`src/rtl/signed_divider_if.sv`:
```
`default_nettype none
// ============================================================================
// Module   : signed_divider_if
// Purpose  : Start/busy/done handshake and operand/result bundle for the
//            sequential signed divider.
// Signals  : start, dividend, divisor          (master -> slave)
//            quotient, remainder, q_sign, r_sign,
//            zflag, dzflag, busy, done          (slave -> master)
// Modports : master - control sequencer / testbench side
//            slave  - divider side
// Revision : 1.0 - initial release
// ============================================================================
interface signed_divider_if #(
  parameter int WIDTH = 8
);
  logic             start;
  logic [WIDTH-1:0] dividend;
  logic [WIDTH-1:0] divisor;
  logic [WIDTH-1:0] quotient;
  logic [WIDTH-2:0] remainder;
  logic             q_sign;
  logic             r_sign;
  logic             zflag;
  logic             dzflag;
  logic             busy;
  logic             done;

  modport master (
    output start, dividend, divisor,
    input  quotient, remainder, q_sign, r_sign, zflag, dzflag, busy, done
  );

  modport slave (
    input  start, dividend, divisor,
    output quotient, remainder, q_sign, r_sign, zflag, dzflag, busy, done
  );
endinterface
`default_nettype wire

```
`src/rtl/signed_divider.sv`:
```
`default_nettype none
// ============================================================================
// Module   : signed_divider
// Purpose  : Sequential signed integer divider. Operands are converted to
//            magnitudes and divided by a restoring shift-subtract loop, one
//            quotient bit per clock. Results are sign-magnitude and truncate
//            toward zero.
// Ports    : clk   - system clock, rising edge
//            rst_n - asynchronous active-low reset
//            bus   - signed_divider_if.slave (start/operands in,
//                    quotient/remainder/flags/busy/done out)
// Revision : 1.0 - initial release
// ============================================================================
module signed_divider #(
  parameter int WIDTH = 8
) (
  input  wire logic        clk,
  input  wire logic        rst_n,
  signed_divider_if.slave  bus
);

  localparam int CNT_W = (WIDTH > 1) ? $clog2(WIDTH) : 1;

  localparam logic [1:0] S_IDLE = 2'd0;
  localparam logic [1:0] S_DIV  = 2'd1;
  localparam logic [1:0] S_DONE = 2'd2;

  localparam logic [CNT_W-1:0] C_CNT_LAST = CNT_W'(WIDTH - 1);
  localparam logic [CNT_W-1:0] C_CNT_ONE  = {{(CNT_W-1){1'b0}}, 1'b1};
  localparam logic [WIDTH-1:0] C_ONE      = {{(WIDTH-1){1'b0}}, 1'b1};

  // --------------------------------------------------------------------------
  // State and datapath registers
  // --------------------------------------------------------------------------
  logic [1:0]       r_state;
  logic [1:0]       w_state_next;
  logic [CNT_W-1:0] r_cnt;
  logic [WIDTH:0]   r_pr;        // partial remainder, one guard bit
  logic [WIDTH-1:0] r_qw;        // dividend bits shift out, quotient bits shift in
  logic [WIDTH-1:0] r_dvs;       // divisor magnitude
  logic             r_a_sign;
  logic             r_b_sign;

  logic [WIDTH-1:0] r_quot;
  logic [WIDTH-2:0] r_rem;
  logic             r_q_sign;
  logic             r_r_sign;
  logic             r_zflag;
  logic             r_dzflag;

  logic             w_busy;
  logic             w_done;

  // --------------------------------------------------------------------------
  // Accept and operand conditioning
  // --------------------------------------------------------------------------
  logic             w_accept;
  logic             w_dvs_zero;
  logic [WIDTH-1:0] w_dvd_mag;
  logic [WIDTH-1:0] w_dvs_mag;

  assign w_accept   = bus.start && ((r_state == S_IDLE) || (r_state == S_DONE));
  assign w_dvs_zero = (bus.divisor == '0);

  // Unsigned reinterpretation makes |-2^(WIDTH-1)| come out as 2^(WIDTH-1).
  assign w_dvd_mag = bus.dividend[WIDTH-1] ? (~bus.dividend + C_ONE) : bus.dividend;
  assign w_dvs_mag = bus.divisor[WIDTH-1]  ? (~bus.divisor  + C_ONE) : bus.divisor;

  // --------------------------------------------------------------------------
  // One restoring step
  // --------------------------------------------------------------------------
  logic [WIDTH:0]   w_shift;
  logic [WIDTH:0]   w_dvs_ext;
  logic             w_ge;
  logic [WIDTH:0]   w_pr_next;
  logic [WIDTH-1:0] w_q_next;
  logic             w_last;

  assign w_shift   = {r_pr[WIDTH-1:0], r_qw[WIDTH-1]};
  assign w_dvs_ext = {1'b0, r_dvs};
  assign w_ge      = (w_shift >= w_dvs_ext);
  assign w_pr_next = w_ge ? (w_shift - w_dvs_ext) : w_shift;
  assign w_q_next  = {r_qw[WIDTH-2:0], w_ge};
  assign w_last    = (r_cnt == C_CNT_LAST);

  // The partial remainder stays below |divisor| <= 2^(WIDTH-1) between
  // steps, so its guard bit is never needed as a shift source.
  logic w_unused_bits;
  assign w_unused_bits = r_pr[WIDTH];

  // --------------------------------------------------------------------------
  // FSM: state register
  // --------------------------------------------------------------------------
  always_ff @(posedge clk or negedge rst_n) begin
    if (!rst_n) begin
      r_state <= S_IDLE;
    end else begin
      r_state <= w_state_next;
    end
  end

  // --------------------------------------------------------------------------
  // FSM: next-state logic
  // --------------------------------------------------------------------------
  always_comb begin
    w_state_next = r_state;
    case (r_state)
      S_IDLE, S_DONE: begin
        if (w_accept) begin
          w_state_next = w_dvs_zero ? S_DONE : S_DIV;
        end else begin
          w_state_next = S_IDLE;
        end
      end
      S_DIV: begin
        w_state_next = w_last ? S_DONE : S_DIV;
      end
      default: begin
        w_state_next = S_IDLE;
      end
    endcase
  end

  // --------------------------------------------------------------------------
  // FSM: outputs
  // --------------------------------------------------------------------------
  always_comb begin
    w_busy = 1'b0;
    w_done = 1'b0;
    case (r_state)
      S_DIV:   w_busy = 1'b1;
      S_DONE:  w_done = 1'b1;
      default: begin
        w_busy = 1'b0;
        w_done = 1'b0;
      end
    endcase
  end

  // --------------------------------------------------------------------------
  // Datapath and result registers
  // --------------------------------------------------------------------------
  always_ff @(posedge clk or negedge rst_n) begin
    if (!rst_n) begin
      r_cnt    <= '0;
      r_pr     <= '0;
      r_qw     <= '0;
      r_dvs    <= '0;
      r_a_sign <= 1'b0;
      r_b_sign <= 1'b0;
      r_quot   <= '0;
      r_rem    <= '0;
      r_q_sign <= 1'b0;
      r_r_sign <= 1'b0;
      r_zflag  <= 1'b0;
      r_dzflag <= 1'b0;
    end else if (w_accept) begin
      r_dvs    <= w_dvs_mag;
      r_qw     <= w_dvd_mag;
      r_pr     <= '0;
      r_cnt    <= '0;
      r_a_sign <= bus.dividend[WIDTH-1];
      r_b_sign <= bus.divisor[WIDTH-1];
      r_dzflag <= w_dvs_zero;
      // Divide-by-zero completes on the accept edge itself.
      if (w_dvs_zero) begin
        r_quot   <= '0;
        r_rem    <= '0;
        r_q_sign <= 1'b0;
        r_r_sign <= 1'b0;
        r_zflag  <= 1'b1;
      end
    end else if (r_state == S_DIV) begin
      r_pr  <= w_pr_next;
      r_qw  <= w_q_next;
      r_cnt <= r_cnt + C_CNT_ONE;
      if (w_last) begin
        r_quot   <= w_q_next;
        r_rem    <= w_pr_next[WIDTH-2:0];
        r_q_sign <= (r_a_sign ^ r_b_sign) && (w_q_next != '0);
        r_r_sign <= r_a_sign && (w_pr_next != '0);
        r_zflag  <= (w_q_next == '0);
      end
    end
  end

  assign bus.quotient  = r_quot;
  assign bus.remainder = r_rem;
  assign bus.q_sign    = r_q_sign;
  assign bus.r_sign    = r_r_sign;
  assign bus.zflag     = r_zflag;
  assign bus.dzflag    = r_dzflag;
  assign bus.busy      = w_busy;
  assign bus.done      = w_done;

endmodule
`default_nettype wire

```
`src/flat_wrapper.sv`:
```
// flat-port wrapper written by rule: the top's interface ports become plain ports
module signed_divider_flat 
#(
  parameter int WIDTH = 8
)
  (clk, rst_n, bus_start, bus_dividend, bus_divisor, bus_quotient, bus_remainder, bus_q_sign, bus_r_sign, bus_zflag, bus_dzflag, bus_busy, bus_done);
  signed_divider_if #(.WIDTH(WIDTH)) bus_i ();
  input  wire logic clk;
  input  wire logic rst_n;
  input wire logic [$bits(bus_i.start)-1:0] bus_start;
  input wire logic [$bits(bus_i.dividend)-1:0] bus_dividend;
  input wire logic [$bits(bus_i.divisor)-1:0] bus_divisor;
  output wire logic [$bits(bus_i.quotient)-1:0] bus_quotient;
  output wire logic [$bits(bus_i.remainder)-1:0] bus_remainder;
  output wire logic [$bits(bus_i.q_sign)-1:0] bus_q_sign;
  output wire logic [$bits(bus_i.r_sign)-1:0] bus_r_sign;
  output wire logic [$bits(bus_i.zflag)-1:0] bus_zflag;
  output wire logic [$bits(bus_i.dzflag)-1:0] bus_dzflag;
  output wire logic [$bits(bus_i.busy)-1:0] bus_busy;
  output wire logic [$bits(bus_i.done)-1:0] bus_done;
  assign bus_i.start = bus_start;
  assign bus_i.dividend = bus_dividend;
  assign bus_i.divisor = bus_divisor;
  assign bus_quotient = bus_i.quotient;
  assign bus_remainder = bus_i.remainder;
  assign bus_q_sign = bus_i.q_sign;
  assign bus_r_sign = bus_i.r_sign;
  assign bus_zflag = bus_i.zflag;
  assign bus_dzflag = bus_i.dzflag;
  assign bus_busy = bus_i.busy;
  assign bus_done = bus_i.done;
  signed_divider #(.WIDTH(WIDTH)) u_core (.clk(clk), .rst_n(rst_n), .bus(bus_i));
endmodule
```
`config.mk`:
```
export PLATFORM = sky130hd
export DESIGN_NAME = signed_divider_flat
export DESIGN_NICKNAME = d
export VERILOG_FILES = /design/src/rtl/signed_divider_if.sv /design/src/rtl/signed_divider.sv /design/src/flat_wrapper.sv
export SDC_FILE = /design/constraint.sdc
export NUM_CORES = 1
export LEC_CHECK = 0
export BUFFER_PORTS_ARGS = -buffer_cell sky130_fd_sc_hd__buf_2
export CAP_MARGIN = 20
export CORE_UTILIZATION = 50
export CTS_CLUSTER_SIZE = 30
export DETAILED_ROUTE_END_ITERATION = 10
export GPL_TIMING_DRIVEN = 0
export MAX_ROUTING_LAYER = met4
export PLACE_DENSITY = 0.71
export SYNTH_ARGS = -nofsm -noshare
export SYNTH_HDL_FRONTEND = slang
export SYNTH_SLANG_ARGS = --single-unit
```
`constraint.sdc`:
```
create_clock -name clk -period 3.01 [get_ports clk]
set_input_delay 0.1505 -clock clk [delete_from_list [all_inputs] [get_ports clk]]
set_output_delay 0.1505 -clock clk [all_outputs]
set_load 0.02 [all_outputs]
```
## After elaboration in Yosys (flattened, before gate mapping)

Index checks and enable logic that the tools add are counted.

- Reduce and logical (&&, ||, !) cells: 13
- Equality and inequality tests: 4
- Mux-type cells: 34
- Bitwise gates (word level): 3
- Order comparisons: 1
- Add/sub/neg operators: 4

Operators with widths:

| operator | number |
|---|---|
| 2-to-1 mux 8 bit | 10 |
| 2-to-1 mux 7 bit | 4 |
| adder 8 x 1 -> 8 bit, second input constant | 2 |
| zero test 8 bit | 2 |
| NOT 8 bit | 2 |
| 2-to-1 mux 1 bit | 13 |
| >= comparator 9 x 8 -> 1 bit | 1 |
| 2-to-1 mux 9 bit | 1 |
| nonzero test 9 bit | 1 |
| subtractor 9 x 8 -> 9 bit | 1 |
| nonzero test 8 bit | 1 |
| 2-to-1 mux 2 bit | 3 |
| 2-to-1 mux 3 bit | 2 |
| case mux 2 bit (2 select lines) | 1 |
| nonzero test 2 bit | 2 |
| adder 3 x 1 -> 3 bit, second input constant | 1 |
| equality test 3 bit, second input constant | 1 |
| logical AND 1 bit | 3 |
| AND reduction 3 bit | 1 |
| equality test 2 x 1 -> 1 bit, second input constant | 1 |
| equality test 2 bit, second input constant | 1 |
| zero test 2 bit | 1 |
| != test 2 bit, second input constant | 1 |
| OR reduction 2 bit | 1 |
| 2 further kinds | 2 |

- Register bits: 50
- Word-level logic and storage cells: 72
- Input port bits: 19

## Depth between registers and ports, before layout

Gate-level depths: netlist of run 1.

- Depth after elaboration: 7
- Gate-level depth with buffers: 10
- Depth with buffers taken out: 10

## Worst setup path before layout of run 1

No wires, ideal clock.

- Path kind: register to register
- Start point: register u_core.r_qw[7]
- End point: register u_core.r_r_sign (netlist: u_core.bus.r_sign)
- Setup slack: 0.600 ns
- Arrival time: 2.269 ns
- Period minus slack after synthesis: 2.410 ns
- Stages on the path, launching flop included: 11
- Required time: 2.868 ns
- Cell sequence: dfrtp_1 -> inv_1 -> ha_1 -> inv_1 -> fa_1 -> a21o_1 -> a21oi_2 -> xnor2_1 -> or4_1 -> o41ai_2 -> a41oi_1

- Cells in the longest elaborated chain, start to end: 7

RTL lines:

| item | line | text |
|---|---|---|
| start: declaration | signed_divider.sv:39 | `logic [WIDTH-1:0] r_qw;` |
| start signal: assignment | signed_divider.sv:159 | `r_qw <= w_dvd_mag;` |
| start signal: assignment | signed_divider.sv:175 | `r_qw <= w_q_next;` |
| subtractor 9 x 8 -> 9 bit / >= comparator 9 x 8 -> 1 bit (equally long branches) | signed_divider.sv:82, signed_divider.sv:81 |  |
| 2-to-1 mux 9 bit (*) | signed_divider.sv:82 | `assign w_pr_next = w_ge ? (w_shift - w_dvs_ext) : w_shift;` |
| nonzero test 9 bit (*) | signed_divider.sv:181 | `r_r_sign <= r_a_sign && (w_pr_next != '0);` |
| logical AND 1 bit (*) | signed_divider.sv:181 |  |
| 2-to-1 mux 1 bit (*) | signed_divider.sv:177 | `if (w_last) begin` |
| 2-to-1 mux 1 bit (*) | signed_divider.sv:173 | `end else if (r_state == S_DIV) begin` |
| 2-to-1 mux 1 bit (*) | signed_divider.sv:157 | `end else if (w_accept) begin` |
| end signal: assignment | signed_divider.sv:181 |  |
| end: declaration | signed_divider.sv:47 | `logic r_r_sign;` |

Every way passes the cells marked *; elsewhere a longest branch is shown, timed or not. The select of a mux whose other input is x is not followed.
A chain may end at the register's enable or synchronous reset.

## Worst setup path after layout of run 1

Same ends and word-level chain as after synthesis.

==> results_dict.tcl, run 1 <==
set metrics [dict create \
    status "finished, final reports clean" \
    critical-path-max-stage-delay_ps 560 \
    setup_viol_count_final 0 \
    syn_avg_cell_area_um2 9.44 \
    arrival_ps 2940 \
    place.port_buffers 37 \
    cts_tree "yes" \
    grt_max_degree 42 \
    synth_edf_count 0 \
    yosysSeqAreaShare_pct 44.8 \
    initial_core_util_pct 53.4 \
    post-route-cell-area_um2 3200 \
    ff_latch_area_um2 1250 \
    power_density_nw_per_um2 1230 \
    worst_path_most_repeated_cell "inv_1" \
    worstPathCellList "inv_1 -> ha_1 -> inv_1 -> fa_1 -> a21o_1 -> a21oi_2 -> xnor2_1 -> or4_1 -> o41ai_2 -> a41oi_1" \
    multi_input_area_um2 1420 \
    drtPass1Iterations 4 \
    crit_family "compound AO/OA/AOI/OAI gates" \
    drc 0 \
    placed_area_um2 3090 \
    critPathLaunchType "flop" \
    synth_cells 296 \
    fin_skew_ps 12.5 \
    synthesis.nets 328 \
    switching_share_pct 47.6 \
    yosysTopAreaCellShare_pct 44.8 \
    cp_slowest_cell "or4_1" \
    end_kind "flop" \
    via_per_inst 5.63 \
    io_pins 40 \
    ir_worst_vdd_mv 0.519 \
    gp_congestion 0.849 \
    area_delta_synth_final_pct 14.3 \
    dieArea_um2 5890 \
    p_int_mw 2.06 \
    max_freq_mhz 361 \
    hpwl_um 4860 \
    cp.required_ps 3180 \
    synth_top_area_cell "dfrtp_1" \
    nFillCells 483 \
    setup_tns_ps 0 \
    fin_util_pct 61.0 \
    ys.flop_type "dfrtp_1" \
    grt_usage_pct 23.9 \
    rsz0062_at_grt "no" \
    relSlewSlack_pct 64.7 \
    yosys_warnings 0 \
    root_buffer "clkbuf_8" \
    path_buf_inv 2 \
    ant_nets 0 \
    die_h_um 76.8 \
    ys_seq_elements 50 \
    tightest_slew_ps 529 \
    drt-total-wl_um 6410 \
    p_comb_share_pct 57.2 \
    drv_cap 0 \
    cts_buffers 5 \
    hold_viol 0 \
    yosysMostFrequentCell "nand2_1" \
    drt_iter0_drc 150 \
    die_x_um 76.8 \
    min_period_ps 2770 \
    synthTopCellsByArea "dfrtp_1 (45%), nand2_1 (7.0%), ha_1 (5.4%)" \
    clk_pin_slew_ps 100 \
    netlist_top_cells_count "nand2_1 (52), dfrtp_1 (50), o21ai_0 (19)" \
    critPathKind "reg -> reg" \
    core_area_um2 5240 \
    clkLatencyLatePin_ps 310 \
    drive_gt1_share_pct 18.4 \
    syn_area_um2 2800 \
    wl_per_cell_um 15.5 \
    finalMaxSlewViolations 0 \
    grt_pass1_vias 2209 \
    vias 2325 \
    post-cts-setup-buffers 0 \
    n_antenna_cell 0 \
    cts_resized 0 \
    antenna_found_initial 0 \
    cts_max_path_buffers 2 \
    synthArstFlopShare_pct 100 \
    cts_htree_levels 2 \
    hold_ws_ps 152 \
    rows 26 \
    holdCritPathClass "in -> reg" \
    p_seq_share_pct 32.1 \
    cts_sinks 50 \
    power_leakage_nw 1.56 \
    switching_power_mw 1.88 \
    min_period_over_period_pct 92.0 \
    postCtsHoldBufs 1 \
    worstPathMaxFanout 3 \
    yosys.cell_types.count 55 \
    gr-total-overflow 0 \
    pwr-share-clk_pct 10.7 \
    layout.nets 374 \
    fin_total_pwr_mw 3.94 \
    grt_pass1_wl_um 10800 \
]
## worst register-to-register path, delay by kind of cell (launching register included)
kind | cells | cell delay [ps]
AOI/OAI and AO/OA | 4 | 760
xor gates and xnor gates | 1 | 100
adders and majority gates | 2 | 620
buffers and inverters | 2 | 190
DFF | 1 | 420
and+or+nand+nor | 1 | 560
## metal layers
| layer | track usage (%) | wire length, um | vias up |
|---|---|---|---|
| met3 | 3.57 | 220 | 11 |
| met2 | 36.6 | 2980 | 70 |
| met1 | 33.5 | 3140 | 1107 |
| met5 | - | 0 | - |
| li1 | - | - | 1137 |
| met4 | 4.81 | 69 | 0 |
## placed cells by master (no fill, tap or decap), types with 8 or more instances in the layout
cell	n
clkbuf_1	8
xor2_1	10
dfrtp_1	50
buf_2	37
nand2_1	52
mux2i_1	8
nor2_1	9
o21ai_1	16
o21ai_0	19
a21oi_1	9
inv_1	18
ha_1	12
## worst paths after layout
| check | start | endpoint | slack (ps) | cells past startpoint |
|---|---|---|---|---|
| max | u_core.r_qw[7] | u_core.bus.r_sign | 240 | 10 |
| min | bus_divisor[0] | u_core.r_dvs[0] | 150 | 3 |
| max reg2reg | u_core.r_qw[7] | u_core.bus.r_sign | 240 | 10 |
| min reg2reg | u_core.bus.quotient[3] | u_core.bus.quotient[3] | 470 | 2 |
| max in group asynchronous | rst_n | u_core.r_pr[7] | 2260 | 3 |
| min in group asynchronous | rst_n | u_core.r_dvs[4] | 250 | 2 |
## registers in the layout, summed over array words and instances, names as in the netlist
name                  cells
u_core.r_b_sign           1
u_core.r_pr               8
u_core.r_state            2
u_core.bus.q_sign         1
u_core.r_cnt              3
u_core.bus.quotient       8
u_core.bus.r_sign         1
u_core.bus.zflag          1
u_core.r_a_sign           1
u_core.bus.dzflag         1
u_core.bus.remainder      7
u_core.r_qw               8
u_core.r_dvs              8
## cell type report
type	count	share of cell area, %
repair buffers	39	6.73
well taps	70	2.74
clock inverters	3	0.901
plain buffers	10	1.64
flip-flops and latches	50	39.2
inverters	19	2.23
multi-input cells	217	44.4
clock buffers	5	2.15
## logic make-up (layout without fill, tap and decap cells)
logic type                 count (synthesis)  after routing  share of synthesized area (%)
xor gates and xnor gates                  15             15                           4.70
buffers and inverters                     29             76                           4.43
and+or+nand+nor                           98             98                           17.1
DFF                                       50             50                           44.8
AOI/OAI and AO/OA                         82             82                           19.6
adders and majority gates                 13             13                           6.09
muxes                                      9              9                           3.27
## per-stage QoR
stage          worst slack [ps]  instances
2_1_floorplan               600        296
3_3_place_gp                328        403
3_5_place_dp                280        404
4_1_cts                     239        413
5_1_grt                     132        413
6_report                    240        413
## power by group through the flow
stage                     Combinational, mW  Sequential, mW  Clock [mW]
after floorplan                        1.53            1.35           0
after global placement                 2.17            1.26           0
after detailed placement               2.23            1.27           0
after CTS                              2.25            1.26       0.430
after global routing                   2.48            1.31       0.456
final                                  2.25            1.26       0.423
No activity file was read; power rests on OpenSTA's default activity.
==> run 2: changes to the inputs <==
--- a/config.mk
+++ b/config.mk
@@ -7,12 +7,12 @@
 export LEC_CHECK = 0
 export BUFFER_PORTS_ARGS = -buffer_cell sky130_fd_sc_hd__buf_2
 export CAP_MARGIN = 20
-export CORE_UTILIZATION = 50
+export CORE_UTILIZATION = 55
 export CTS_CLUSTER_SIZE = 30
 export DETAILED_ROUTE_END_ITERATION = 10
 export GPL_TIMING_DRIVEN = 0
 export MAX_ROUTING_LAYER = met4
-export PLACE_DENSITY = 0.71
+export PLACE_DENSITY = 0.77
 export SYNTH_ARGS = -nofsm -noshare
 export SYNTH_HDL_FRONTEND = slang
 export SYNTH_SLANG_ARGS = --single-unit
==> constraint.sdc (replaced) <==
create_clock -name clk -period 3.3 [get_ports clk]
set_input_delay 0.165 -clock clk [delete_from_list [all_inputs] [get_ports clk]]
set_output_delay 0.165 -clock clk [all_outputs]
set_load 0.02 [all_outputs]
==> run 2 against run 1 <==
Worst hold slack better by 13 ps. Utilization up 5.6 points. Critical path depth unchanged. Register-to-register slack better by 360 ps. Cell count shrank 0.73%. Maximum frequency grew 2.5%. Critical path type unchanged.
==> results_dict.tcl, run 2 (synthesis gave the netlist of run 1 again) <==
set metrics [dict create \
    antenna_found_initial 0 \
    critPathCapture "u_core.bus.r_sign" \
    rows 25 \
    grt_pass1_vias 2169 \
    fin_total_pwr_mw 3.64 \
    min_period_over_period_pct 81.9 \
    power_density_nw_per_um2 1130 \
    min_period_ps 2700 \
    tightest_slew_ps 509 \
    setup_tns_ps 0 \
    relSlewSlack_pct 65.9 \
    layout_commonest_cell "nand2_1" \
    post_layout_nonfiller_instances 410 \
    placed_area_um2 3060 \
    via_per_inst 5.64 \
    drc 0 \
    holdCritPathClass "in -> reg" \
    worstPathMaxFanout 3 \
    hold_viol 0 \
    dp.cells 400 \
    critPathKind "reg -> reg" \
    critPathLaunchType "flop" \
    grt_max_degree 51 \
    drt-total-wl_um 6230 \
    crit-reg2reg-capture "u_core.bus.r_sign" \
    power_leakage_nw 1.56 \
    r2r-start "u_core.r_qw[7]" \
    fin_skew_ps 13.5 \
    arrival_ps 2870 \
    ant_nets 0 \
    cts_sinks 50 \
    drv_cap 0 \
    post-cts-setup-buffers 0 \
    drive_gt1_share_pct 18.4 \
    grt_pass1_wl_um 10400 \
    worstRegToRegCells 10 \
    grt_usage_pct 26.2 \
    initial_core_util_pct 58.0 \
    clkLatencyLatePin_ps 310 \
    cts_tree "yes" \
    layout.nets 374 \
    die_x_um 73.3 \
    die_h_um 73.3 \
    n_antenna_cell 0 \
    vias 2314 \
    post-route-cell-area_um2 3210 \
    status "finished, final reports clean" \
    io_pins 40 \
    dieArea_um2 5370 \
    drt_iter0_drc 165 \
    end_kind "flop" \
    finalMaxSlewViolations 0 \
    reg2reg_slack_ps 600 \
    rsz0062_at_grt "no" \
    hpwl_um 4610 \
    max_freq_mhz 370 \
    area_delta_synth_final_pct 14.8 \
    cts_buffers 5 \
    root_buffer "clkbuf_8" \
    core_area_um2 4820 \
    clk_pin_slew_ps 90 \
    drtPass1Iterations 4 \
    cp.required_ps 3470 \
    wl_per_cell_um 15.2 \
    setup_viol_count_final 0 \
    gp_congestion 0.898 \
    cts_htree_levels 2 \
    ir_worst_vdd_mv 0.387 \
    crit_start "u_core.r_qw[7]" \
    cts_max_path_buffers 2 \
    place.port_buffers 37 \
    gr-total-overflow 0 \
    most-common-layout-cells "nand2_1 (52), dfrtp_1 (50), buf_2 (37), o21ai_0 (19), inv_1 (18)" \
]
## run 2: changes by cell type in the layout (fill, tap and decap cells not counted)
cell,before,now
clkinv_4,2,0
clkinvlp_4,0,2
bufinv_16,0,1
inv_8,1,0
## run 2: worst max-delay path, stage by stage (launching register included)
cell and delay [ps]:
dfrtp_1 410, inv_1 120, ha_1 190, inv_1 60
fa_1 420, a21o_1 190, a21oi_2 140, xnor2_1 100
or4_1 560, o41ai_2 240, a41oi_1 160
## run 2: worst min path at each step
stage                               from  cells after the start                       to  slack [ps]
final                     bus_divisor[0]                      3          u_core.r_dvs[0]         160
after global routing      bus_divisor[0]                      3          u_core.r_dvs[0]         170
after CTS                          rst_n                      1  u_core.bus.remainder[4]          80
after detailed placement           rst_n                      1           u_core.r_pr[3]         410
after global placement             rst_n                      1           u_core.r_pr[2]         410
after floorplan                    rst_n                      0        u_core.bus.dzflag        -130
## run 2: what timing repair did
item | in CTS | in global routing
resized for setup | 0 | 0
endpoints found under the setup margin | 0 | 0
hold buffers | 0 | 1
endpoints found under the hold margin | 0 | 27
## run 2: power breakdown
part	internal (mW)	switching, mW
combinational	0.812	1.24
clock	0.226	0.211
sequential	0.915	0.242
## run 2: layout make-up
| cell class | instances | area (um2) |
|---|---|---|
| Fill cell | 402 | 1610 |
| Clock buffer | 5 | 68.8 |
| Buffer | 10 | 52.6 |
| Multi-Input combinational cell | 217 | 1420 |
| Timing Repair Buffer | 39 | 215 |
| Inverter | 19 | 71.3 |
| Sequential cell | 50 | 1250 |
| Clock inverter | 3 | 45.0 |
| Tap cell | 67 | 83.8 |
## run 2: per-stage QoR
stage / hold WS [ps] / utilization (%) / setup slack [ps]
after floorplan: -131 / - / 890
after global placement: 415 / 63.6 / 629
after detailed placement: 413 / 63.6 / 639
after CTS: 82.7 / 66.0 / 597
after global routing: 171 / 66.6 / 445
final: 165 / 66.6 / 598
## run 2: metal layers
layer | wire [um] | GRT usage (%)
met4 | 62 | 7.91
met3 | 201 | 3.84
met2 | 2820 | 38.5
met5 | 0 | -
met1 | 3140 | 37.8
